$ cat src/rtl/zrb_uart_pkg.sv
// -----------------------------------------------------------------------------
// zrb_uart_pkg : shared FSM encoding and sample-point helpers for the UART RX (rev 1.0)
// -----------------------------------------------------------------------------
`default_nettype none

package zrb_uart_pkg;

  typedef enum logic [2:0] {
    ST_IDLE  = 3'd0,
    ST_START = 3'd1,
    ST_DATA  = 3'd2,
    ST_STOP  = 3'd3,
    ST_BREAK = 3'd4
  } rx_state_e;

  // Three sample points straddle the nominal bit centre.
  function automatic int sample_first(input int oversample);
    return oversample / 2 - 1;
  endfunction

  function automatic int sample_mid(input int oversample);
    return oversample / 2;
  endfunction

  function automatic int sample_last(input int oversample);
    return oversample / 2 + 1;
  endfunction

  function automatic logic maj3(input logic a, input logic b, input logic c);
    return (a & b) | (a & c) | (b & c);
  endfunction

endpackage

`default_nettype wire

$ cat src/rtl/zrb_uart_receiver_if.sv
// -----------------------------------------------------------------------------
// zrb_uart_receiver_if : write port from the UART RX into a downstream FIFO (rev 1.0)
// -----------------------------------------------------------------------------
`default_nettype none

interface zrb_uart_receiver_if #(
  parameter int DATA_BITS = 8
) ();

  logic                 wr_en;
  logic [DATA_BITS-1:0] wr_data;
  logic                 fifo_full;

  modport master (output wr_en, output wr_data, input  fifo_full);
  modport slave  (input  wr_en, input  wr_data, output fifo_full);

endinterface

`default_nettype wire

$ cat src/rtl/zrb_sync2.sv
// -----------------------------------------------------------------------------
// zrb_sync2 : two-flop synchronizer with configurable reset value (rev 1.0)
// -----------------------------------------------------------------------------
`default_nettype none

module zrb_sync2 #(
  parameter logic RESET_VAL = 1'b1
) (
  input  logic clk,
  input  logic reset,
  input  logic d_i,
  output logic q_o
);

  logic [1:0] ff_q;

  always_ff @(posedge clk or posedge reset) begin
    if (reset) begin
      ff_q <= {2{RESET_VAL}};
    end else begin
      ff_q <= {ff_q[0], d_i};
    end
  end

  assign q_o = ff_q[1];

endmodule

`default_nettype wire

$ cat src/rtl/zrb_uart_receiver.sv
// -----------------------------------------------------------------------------
// zrb_uart_receiver : oversampled UART receiver with majority-vote bit sampling (rev 1.0)
// -----------------------------------------------------------------------------
`default_nettype none

module zrb_uart_receiver
  import zrb_uart_pkg::*;
#(
  parameter int DATA_BITS  = 8,
  parameter int OVERSAMPLE = 8
) (
  input  logic                       wr_clk,
  input  logic                       reset,
  input  logic                       tick,
  input  logic                       rx,
  zrb_uart_receiver_if.master        wr_port,
  output logic                       frame_err,
  output logic                       overrun,
  output logic                       busy
);

  localparam int CNT_W = $clog2(OVERSAMPLE);
  localparam int BIT_W = $clog2(DATA_BITS + 1);

  localparam logic [CNT_W-1:0] C_S_FIRST = CNT_W'(sample_first(OVERSAMPLE));
  localparam logic [CNT_W-1:0] C_S_MID   = CNT_W'(sample_mid(OVERSAMPLE));
  localparam logic [CNT_W-1:0] C_S_LAST  = CNT_W'(sample_last(OVERSAMPLE));
  localparam logic [CNT_W-1:0] C_CNT_MAX = CNT_W'(OVERSAMPLE - 1);
  localparam logic [BIT_W-1:0] C_BIT_MAX = BIT_W'(DATA_BITS - 1);

  rx_state_e            state_q;
  logic [CNT_W-1:0]     cnt_q;
  logic [CNT_W-1:0]     cnt_d;
  logic [BIT_W-1:0]     bit_q;
  logic [1:0]           samp_q;
  logic [DATA_BITS-1:0] shift_q;
  logic [DATA_BITS-1:0] shift_d;
  logic [DATA_BITS-1:0] wr_data_q;
  logic                 wr_en_q;
  logic                 frame_err_q;
  logic                 overrun_q;
  logic                 rx_s;
  logic                 vote;

  zrb_sync2 #(.RESET_VAL(1'b1)) u_rx_sync (
    .clk   (wr_clk),
    .reset (reset),
    .d_i   (rx),
    .q_o   (rx_s)
  );

  // The third sample is taken live so the voted bit is acted on in the same tick.
  assign vote    = maj3(samp_q[0], samp_q[1], rx_s);
  assign cnt_d   = (cnt_q == C_CNT_MAX) ? '0 : cnt_q + 1'b1;
  assign shift_d = {vote, shift_q[DATA_BITS-1:1]};

  always_ff @(posedge wr_clk or posedge reset) begin
    if (reset) begin
      state_q     <= ST_IDLE;
      cnt_q       <= '0;
      bit_q       <= '0;
      samp_q      <= 2'b11;
      shift_q     <= '0;
      wr_data_q   <= '0;
      wr_en_q     <= 1'b0;
      frame_err_q <= 1'b0;
      overrun_q   <= 1'b0;
    end else begin
      wr_en_q     <= 1'b0;
      frame_err_q <= 1'b0;
      overrun_q   <= 1'b0;
      if (tick) begin
        case (state_q)
          ST_IDLE: begin
            if (!rx_s) begin
              state_q <= ST_START;
              cnt_q   <= '0;
              bit_q   <= '0;
            end
          end
          ST_START, ST_DATA, ST_STOP: begin
            cnt_q <= cnt_d;
            if (cnt_q == C_S_FIRST) samp_q[0] <= rx_s;
            if (cnt_q == C_S_MID)   samp_q[1] <= rx_s;
            if (cnt_q == C_S_LAST) begin
              if (state_q == ST_START) begin
                state_q <= vote ? ST_IDLE : ST_DATA;
              end else if (state_q == ST_DATA) begin
                shift_q <= shift_d;
                if (bit_q == C_BIT_MAX) begin
                  bit_q   <= '0;
                  state_q <= ST_STOP;
                end else begin
                  bit_q <= bit_q + 1'b1;
                end
              end else if (!vote) begin
                frame_err_q <= 1'b1;
                state_q     <= ST_BREAK;
              end else begin
                // Leaving at the stop-bit centre lets a back-to-back start edge be caught.
                if (wr_port.fifo_full) begin
                  overrun_q <= 1'b1;
                end else begin
                  wr_en_q   <= 1'b1;
                  wr_data_q <= shift_q;
                end
                state_q <= ST_IDLE;
              end
            end
          end
          ST_BREAK: begin
            if (rx_s) state_q <= ST_IDLE;
          end
          default: state_q <= ST_IDLE;
        endcase
      end
    end
  end

  assign wr_port.wr_en   = wr_en_q;
  assign wr_port.wr_data = wr_data_q;
  assign frame_err       = frame_err_q;
  assign overrun         = overrun_q;
  assign busy            = (state_q != ST_IDLE);

endmodule

`default_nettype wire

$ cat src/flat_wrapper.sv
// flat-port wrapper written by rule: the top's interface ports become plain ports
module zrb_uart_receiver_flat import zrb_uart_pkg::*;
#(
  parameter int DATA_BITS  = 8,
  parameter int OVERSAMPLE = 8
)
  (wr_clk, reset, tick, rx, frame_err, overrun, busy, wr_port_wr_en, wr_port_wr_data, wr_port_fifo_full);
  zrb_uart_receiver_if #(.DATA_BITS(DATA_BITS)) wr_port_i ();
  input  logic wr_clk;
  input  logic reset;
  input  logic tick;
  input  logic rx;
  output logic frame_err;
  output logic overrun;
  output logic busy;
  output wire logic [$bits(wr_port_i.wr_en)-1:0] wr_port_wr_en;
  output wire logic [$bits(wr_port_i.wr_data)-1:0] wr_port_wr_data;
  input wire logic [$bits(wr_port_i.fifo_full)-1:0] wr_port_fifo_full;
  assign wr_port_wr_en = wr_port_i.wr_en;
  assign wr_port_wr_data = wr_port_i.wr_data;
  assign wr_port_i.fifo_full = wr_port_fifo_full;
  zrb_uart_receiver #(.DATA_BITS(DATA_BITS), .OVERSAMPLE(OVERSAMPLE)) u_core (.wr_clk(wr_clk), .reset(reset), .tick(tick), .rx(rx), .wr_port(wr_port_i), .frame_err(frame_err), .overrun(overrun), .busy(busy));
endmodule
$ cat config.mk
export PLATFORM = sky130hd
export DESIGN_NAME = zrb_uart_receiver_flat
export DESIGN_NICKNAME = d
export VERILOG_FILES = /design/src/rtl/zrb_uart_pkg.sv /design/src/rtl/zrb_uart_receiver_if.sv /design/src/rtl/zrb_sync2.sv /design/src/rtl/zrb_uart_receiver.sv /design/src/flat_wrapper.sv
export SDC_FILE = /design/constraint.sdc
export NUM_CORES = 1
export LEC_CHECK = 0
export CAP_MARGIN = 20
export CORE_ASPECT_RATIO = 0.9
export CORE_MARGIN = 1.5
export CORE_UTILIZATION = 35
export CTS_CLUSTER_SIZE = 25
export DETAILED_ROUTE_END_ITERATION = 12
export GPL_TIMING_DRIVEN = 1
export SLEW_MARGIN = 40
export SYNTH_ARGS = -nofsm -noshare
export SYNTH_HDL_FRONTEND = slang
export SYNTH_SLANG_ARGS = --single-unit
$ cat constraint.sdc
create_clock -name wr_clk -period 2.8 [get_ports wr_clk]
set_clock_uncertainty 0.1 [all_clocks]
set_input_delay 0.7 -clock wr_clk [delete_from_list [all_inputs] [get_ports wr_clk]]
set_output_delay 0.7 -clock wr_clk [all_outputs]
set_load 0.03 [all_outputs]
After elaboration in Yosys (flattened, before gate mapping)
Index checks and enable logic that the tools add are counted.
{ "totals": {"latchBits": 0, "memories": 0, "output_inout_bits": 12, "ramBits": 0, "rom_bits": 0, "reg_bits": 33, "word_cells": 85} }
{ "op_classes": {"n_reduce_logical": 11, "n_mul": 0, "n_shift": 0, "n_addsub": 2, "div": 0, "order_cmp": 0, "n_mux": 38, "n_eq_ne": 15, "bitwise_logic": 8} }
{ "op_table": {"columns": ["cell", "n"], "rows": [
  ["3-bit 2-to-1 mux", 9],
  ["1-bit 2-to-1 mux", 20],
  ["4-bit 2-to-1 mux", 5],
  ["3-bit == test, second input constant", 4],
  ["5-bit AND reduction", 2],
  ["3-bit by 2-bit == test with 1-bit output, second input constant", 3],
  ["3-bit case mux with 3 select lines", 1],
  ["3-bit AND reduction", 3],
  ["4-bit case mux with 2 select lines", 1],
  ["7-bit AND reduction", 1],
  ["2-bit != test, second input constant", 3],
  ["3-bit case mux with 2 select lines", 1],
  ["6-bit AND reduction", 1],
  ["4-bit by 1-bit adder with 4-bit output, second input constant", 1],
  ["4-bit by 3-bit == test with 1-bit output, second input constant", 1],
  ["2-bit by 1-bit != test with 1-bit output, second input constant", 2],
  ["4-bit by 3-bit != test with 1-bit output, second input constant", 1],
  ["3-bit by 1-bit adder with 3-bit output, second input constant", 1],
  ["1-bit AND", 3],
  ["3-bit by 1-bit == test with 1-bit output, second input constant", 1],
  ["3-bit zero test", 1],
  ["1-bit NOT", 3],
  ["3-bit nonzero test", 1],
  ["3-bit OR reduction", 1],
  ["other kinds (3)", 4]
]} }

Depth between registers and ports, before layout
Gate-level depths: netlist of run 1.
{ "logic_depth": {"depth_word": 9, "depth_mapped": 5} }

Hierarchy
A second synthesis of run 1 with hierarchy kept.
{ "unflattened": {"cells_unflattened": 123, "hier_area_um2": 1505.2} }
{ "by_module_without_submodules": {"columns": ["module", "seq_area_each_um2", "instances", "cells_per_inst", "area_each_um2"], "rows": [
  ["zrb_uart_receiver", 778.2, 1, 120, 1448.9],
  ["zrb_sync2", 52.6, 1, 3, 56.3]
]} }

Worst setup path after synthesis of run 1
No wires, ideal clock.
{ "synth_path": {"path_type": "register to output", "from": "register u_core.state_q[1]", "to": "output port busy", "path_slack_ns": 0.986, "stages_incl_launch_ff": 2, "arrival_time_ns": 1.014, "n_path_buf": 0, "path_cell_list": "dfrtp_1 > or3_2"} }
{ "synth_between": {"elab_chain_len": 1} }
{ "synth_lines": {"columns": ["item", "line_no", "source"], "rows": [
  ["start: declaration", "zrb_uart_receiver.sv:31", "rx_state_e state_q;"],
  ["start signal: assignment", "zrb_uart_receiver.sv:87", "state_q <= vote ? ST_IDLE : ST_DATA;"],
  ["3-bit nonzero test", "zrb_uart_receiver.sv:124", "assign busy = (state_q != ST_IDLE);"],
  ["end: declaration", "flat_wrapper.sv:15", "output logic busy;"]
]} }
No other way between the ends.

Final worst setup path of run 1
Same ends and word-level chain as after synthesis.

==> results of run 1 <==
==> routing by layer <==
layer | part of all wire [%] | global-route usage [%] | vias up | routed length, microns
li1 | - | - | 464 | -
met1 | 51 | 17.7 | 456 | 1350
met2 | 44 | 19.0 | 17 | 1160
met3 | 3.3 | 3.51 | 2 | 87
met4 | 1.8 | 8.25 | 0 | 49
met5 | 0 | 0 | - | 0
==> final timing paths <==
check                                                end  depth (start not counted)                startpoint  slack, ns
worst max-delay path                                busy                          2         u_core.state_q[1]       0.14
worst min-delay path            u_core.u_rx_sync.ff_q[1]                          0  u_core.u_rx_sync.ff_q[0]       0.26
worst max register to register           u_core.bit_q[1]                          5           u_core.cnt_q[1]       0.92
worst min register to register  u_core.u_rx_sync.ff_q[1]                          0  u_core.u_rx_sync.ff_q[0]       0.26
max in group asynchronous       u_core.u_rx_sync.ff_q[1]                          3                     reset       1.55
min in group asynchronous                u_core.bit_q[2]                          3                     reset       0.72
==> cell type report <==
type                       count  area (sq um)  area share (%)
clock inverter                 1          30.0            1.60
timing repair buffer          18           175            9.31
clock buffer                   7          86.3            4.59
tap                           60          75.1            3.99
sequential                    33           831            44.2
multi-input combinational     71           649            34.5
inverter                       9          33.8            1.80
==> synth_stat cells, types with 3 or more instances <==
cell,count,area [sq um]
ha_1,6,75.1
o21ai_0,4,20.0
a31oi_1,3,18.8
dfrtp_1,29,726
dfstp_2,4,105
mux2_2,19,214
nor2_1,3,11.3
a21o_1,3,22.5
inv_1,8,30.0
nor3_1,4,20.0
==> state kept, by name, indices dropped and copies added, names as in the netlist <==
register and count:
u_core.bit_q 4, u_core.cnt_q 3, u_core.frame_err 1, u_core.overrun 1
u_core.samp_q 2, u_core.shift_q 8, u_core.state_q 3, u_core.u_rx_sync.ff_q 2
u_core.wr_port.wr_data 8, u_core.wr_port.wr_en 1
==> worst max-delay path: stages (launching register included) <==
cell             delay (ns)
dfrtp_1                0.49
or3_2                  0.49
clkdlybuf4s50_1        0.61
==> layout by cell type (no fill, tap or decap), types with 2 or more instances in the layout <==
cell type / synthesis / routed
clkbuf_8: 0 / 6
dfrtp_1: 29 / 29
o21ai_0: 4 / 4
ha_1: 6 / 6
a21o_1: 3 / 3
nor2_1: 3 / 3
nor3_1: 4 / 4
nand3_1: 2 / 2
a31oi_1: 3 / 3
nand2_1: 2 / 2
clkdlybuf4s50_1: 0 / 16
nor4b_1: 2 / 2
inv_1: 8 / 8
buf_4: 0 / 2
dfstp_2: 4 / 4
mux2_2: 19 / 19
==> kinds of logic after synthesis <==
group / Yosys count / synth area share (%)
buf+inv: 11 / 3.66
mux: 20 / 14.9
compound gates: 19 / 9.28
fa+ha+maj: 7 / 5.54
simple gates: 25 / 12.5
flops: 33 / 54.1
==> per-stage QoR <==
stage          hold WS, ns  util, %  power, mW  instance area (sq um)  worst slack (ns)
3_3_place_gp         0.246     42.4      0.968                   1760             0.348
3_5_place_dp         0.252     42.4      0.985                   1760             0.343
6_report             0.261     45.2       1.43                   1880             0.145
5_1_grt              0.266     45.2       1.52                   1880            0.0714
2_1_floorplan        0.245        -      0.900                   1540             0.986
4_1_cts              0.262     45.2       1.44                   1880             0.135
==> report_power, final <==
part	total, mW	switching (mW)	internal (mW)	leakage, nW
logic	0.339	0.178	0.161	0.419
clock network	0.454	0.164	0.290	0.0585
registers	0.635	0.0824	0.552	0.438
total	1.43	0.424	1.00	0.915
==> flow_metrics.tcl, run 1 <==
set metrics [dict create \
    status "finished, final reports clean" \
    slew_headroom_pct 71.8 \
    hold_buffers 0 \
    nNetsFinal 149 \
    cp_max_fo 8 \
    syn-num-nets 126 \
    synth_seq_area_share_pct 54.1 \
    synthCells 115 \
    clock_sinks 33 \
    drt_iter0_drc 90 \
    grt_max_degree 34 \
    min_period_ns 2.66 \
    syn_to_final_growth_pct 22.4 \
    post_cts_buffers 0 \
    slew_violations 0 \
    grt.total_usage_pct 13.2 \
    p_per_area_nw_per_um2 759 \
    maxCapViolations 0 \
    synth_seq_cells 33 \
    rsz0062_at_grt "false" \
    grt_pass1_vias 965 \
    hold_viol_final 0 \
    coreArea_sq_um 4160 \
    grt_antenna_before_repair 0 \
    die_y_microns 65.9 \
    cp.required_ns 2.00 \
    dp_cells 191 \
    worstSetupPathType "reg -> out" \
    arrival_ns 1.86 \
    tns_ns 0 \
    clkLatencyLatePin_ns 0.27 \
    clockBufferDepth 2 \
    initial_core_util_pct 37.0 \
    cts_tree "built" \
    firstDrtPassIters 4 \
    h-tree-depth 2 \
    synth_area_per_cell_sq_um 13.4 \
    place_congestion 0.777 \
    fillers 398 \
    synthFlopType "dfrtp_1" \
    p_leak_nw 0.915 \
    start_kind "register" \
    root_buffer "clkbuf_8" \
    avgViaCountPerCell 4.72 \
    clkTransAtPathRegs_ns 0.06 \
    vias 939 \
    peakVddDrop_v 0.000363 \
    ys_types 38 \
    cts_made_buffers 5 \
    async_flop_share_pct 100 \
    fmax_ghz 0.377 \
    place_hpwl_mm 1.86 \
    routed_wl_mm 2.65 \
    grt_pass1_wl_mm 4.69 \
    io_pins 17 \
    diodes 0 \
    port_buffers 16 \
    grt.overflow.total 0 \
    cts_resized 0 \
    drc 0 \
    synth_edf_count 0 \
    synth_area_sq_um 1540 \
    hold_class "reg -> reg" \
    worstMarginPinSlew_ns 0.422 \
    finalNonFillerCells 199 \
    dieArea_sq_um 4800 \
    fin_crit_sh_pct 94.8 \
    ant_nets 0 \
    layout-drive-gt1-share_pct 31.7 \
    finalSetupViolations 0 \
    yosysWarnings 0 \
    chipWidth_microns 72.8 \
    endpoint_kind "output pin" \
    wl_per_cell_microns 13.3 \
    std_cell_rows 22 \
]
(Power assumes the default switching activity.)
==> run 2: changes to the inputs <==
- GPL_TIMING_DRIVEN: 1 -> 0
==> run 2 against run 1 <==
  * Final cell count unchanged
  * Critical path type unchanged
  * Combinational power up 7.4%
  * Global-route usage down 0.98 points
  * Sequential power down 2%
  * Sequential share of layout area down 0.15 points
  * Setup slack better by 0.012 ns
  * First-iteration DRC count down 48%
  * Fmax up 0.46%
  * Total power up 0.21%
  * Sequential cell count unchanged
==> flow_metrics.tcl, run 2 (synthesis gave the netlist of run 1 again) <==
set metrics [dict create \
    fillers 388 \
    switching_share_pct 30.8 \
    worstMarginPinSlew_ns 0.677 \
    min_path_cells 0 \
    post_cts_buffers 0 \
    p_per_area_nw_per_um2 758 \
    initial_core_util_pct 37.0 \
    grt_use_met2_pct 18.8 \
    nNetsFinal 149 \
    rsz0062_at_grt "false" \
    postPlaceCellArea_sq_um 1770 \
    arrival_ns 1.84 \
    finalCoreUtilization_pct 45.4 \
    r2r_setup_slack_ns 0.91 \
    dieArea_sq_um 4800 \
    clkTransAtPathRegs_ns 0.07 \
    routed_wl_mm 2.62 \
    finalNonFillerCells 199 \
    endpoint_kind "output pin" \
    hold_buffers 0 \
    hold_path_end "u_core.u_rx_sync.ff_q[1]" \
    r2r_end "u_core.shift_q[3]" \
    power_frac_comb_pct 25.5 \
    layout-drive-gt1-share_pct 33.1 \
    cts_made_buffers 5 \
    drt_iter0_drc 47 \
    cts_tree "built" \
    status "finished, final reports clean" \
    root_buffer "clkbuf_8" \
    clockBufferDepth 2 \
    clkLatencyLatePin_ns 0.28 \
    grt.total_usage_pct 12.3 \
    clock_sinks 33 \
    std_cell_rows 22 \
    cpMaxStageDelayCell "clkdlybuf4s50_1" \
    grt.overflow.total 0 \
    hold_class "reg -> reg" \
    p_leak_nw 0.912 \
    finalSetupViolations 0 \
    cts_resized 0 \
    avgViaCountPerCell 4.79 \
    die_y_microns 65.9 \
    coreArea_sq_um 4160 \
    syn_to_final_growth_pct 22.8 \
    cp.required_ns 2.00 \
    met1_usage_pct 15.8 \
    slew_headroom_pct 54.8 \
    grt_max_degree 34 \
    fmax_ghz 0.378 \
    slowest_delay_ns 0.61 \
    wl_per_cell_microns 13.1 \
    tns_ns 0 \
    r2r-start "u_core.cnt_q[1]" \
    drc 0 \
    place_hpwl_mm 1.86 \
    min_period_ns 2.64 \
    maxCapViolations 0 \
    place_congestion 0.658 \
    diodes 0 \
    dp_cells 191 \
    clkPwrFrac_pct 31.1 \
    switchingPower_mw 0.441 \
    peakVddDrop_v 0.000320 \
    start_kind "register" \
    firstDrtPassIters 3 \
    chipWidth_microns 72.8 \
    intPower_mw 0.990 \
    io_pins 17 \
    grt_pass1_wl_mm 4.40 \
    total_power_mw 1.43 \
    vias 954 \
    cp_max_fo 8 \
    fin_crit_sh_pct 94.4 \
    grt_pass1_vias 939 \
    layout_common_cells "dfrtp_1, mux2_2, clkdlybuf4s50_1, inv_1, ha_1" \
    fin_area_sq_um 1890 \
    ant_nets 0 \
    hold_viol_final 0 \
    grt_antenna_before_repair 0 \
    port_buffers 16 \
    worstSetupPathType "reg -> out" \
    slew_violations 0 \
    gr-usage-met3_pct 3.81 \
    seqPwrFrac_pct 43.4 \
    layout_commonest_cell "dfrtp_1" \
    ff2ff_path_depth 5 \
    hold_start "u_core.u_rx_sync.ff_q[0]" \
    busiest_layer "met2" \
    crit_chain "or3_2, clkdlybuf4s50_1" \
    h-tree-depth 2 \
]
run 2: how the worst max path moves through the flow:
stage / start / to / slack, ns
finish: u_core.state_q[1] / busy / 0.16
global route: u_core.state_q[1] / busy / 0.09
CTS: u_core.state_q[1] / busy / 0.14
detailed placement: tick / u_core.shift_q[0] / 0.33
global placement: tick / u_core.bit_q[1] / 0.35
floorplan: u_core.state_q[1] / busy / 0.99
run 2: cell type report:
type	instances	area [sq um]	area share (%)
flip-flops and latches	33	831	44.0
plain buffers	2	22.5	1.19
inverters	9	33.8	1.79
well taps	60	75.1	3.98
multi-input cells	71	649	34.4
repair buffers	16	160	8.49
clock buffers	5	68.8	3.65
clock inverters	3	46.3	2.45
run 2: power groups by stage:
stage	Sequential [mW]	Combinational [mW]	Clock (mW)
2_1_floorplan	0.613	0.287	0
3_3_place_gp	0.624	0.354	0
3_5_place_dp	0.630	0.366	0
4_1_cts	0.620	0.367	0.459
5_1_grt	0.631	0.405	0.479
6_report	0.621	0.364	0.446
run 2: critical path: cells and delay by family, from the launching register on:
family,cells,cell delay (ns)
buffers and inverters,1,0.61
and+or+nand+nor,1,0.47
DFF,1,0.48
run 2: metrics by stage:
stage	worst slack [ns]	hold WS, ns
final	0.157	0.257
after global routing	0.0868	0.261
after CTS	0.140	0.259
after detailed placement	0.331	0.248
after floorplan	0.986	0.245
after global placement	0.345	0.246
run 2: routing by layer:
layer	vias up	wire, microns
met1	479	1290
met4	0	36
met2	12	1200
met3	2	89
li1	461	-
met5	-	0
==> run 3: changes to the inputs <==
- ABC_CLOCK_PERIOD_IN_PS: unset -> 2800
==> results of run 3 <==
No change in the layout: final DEF, timing and power equal those of run 2.
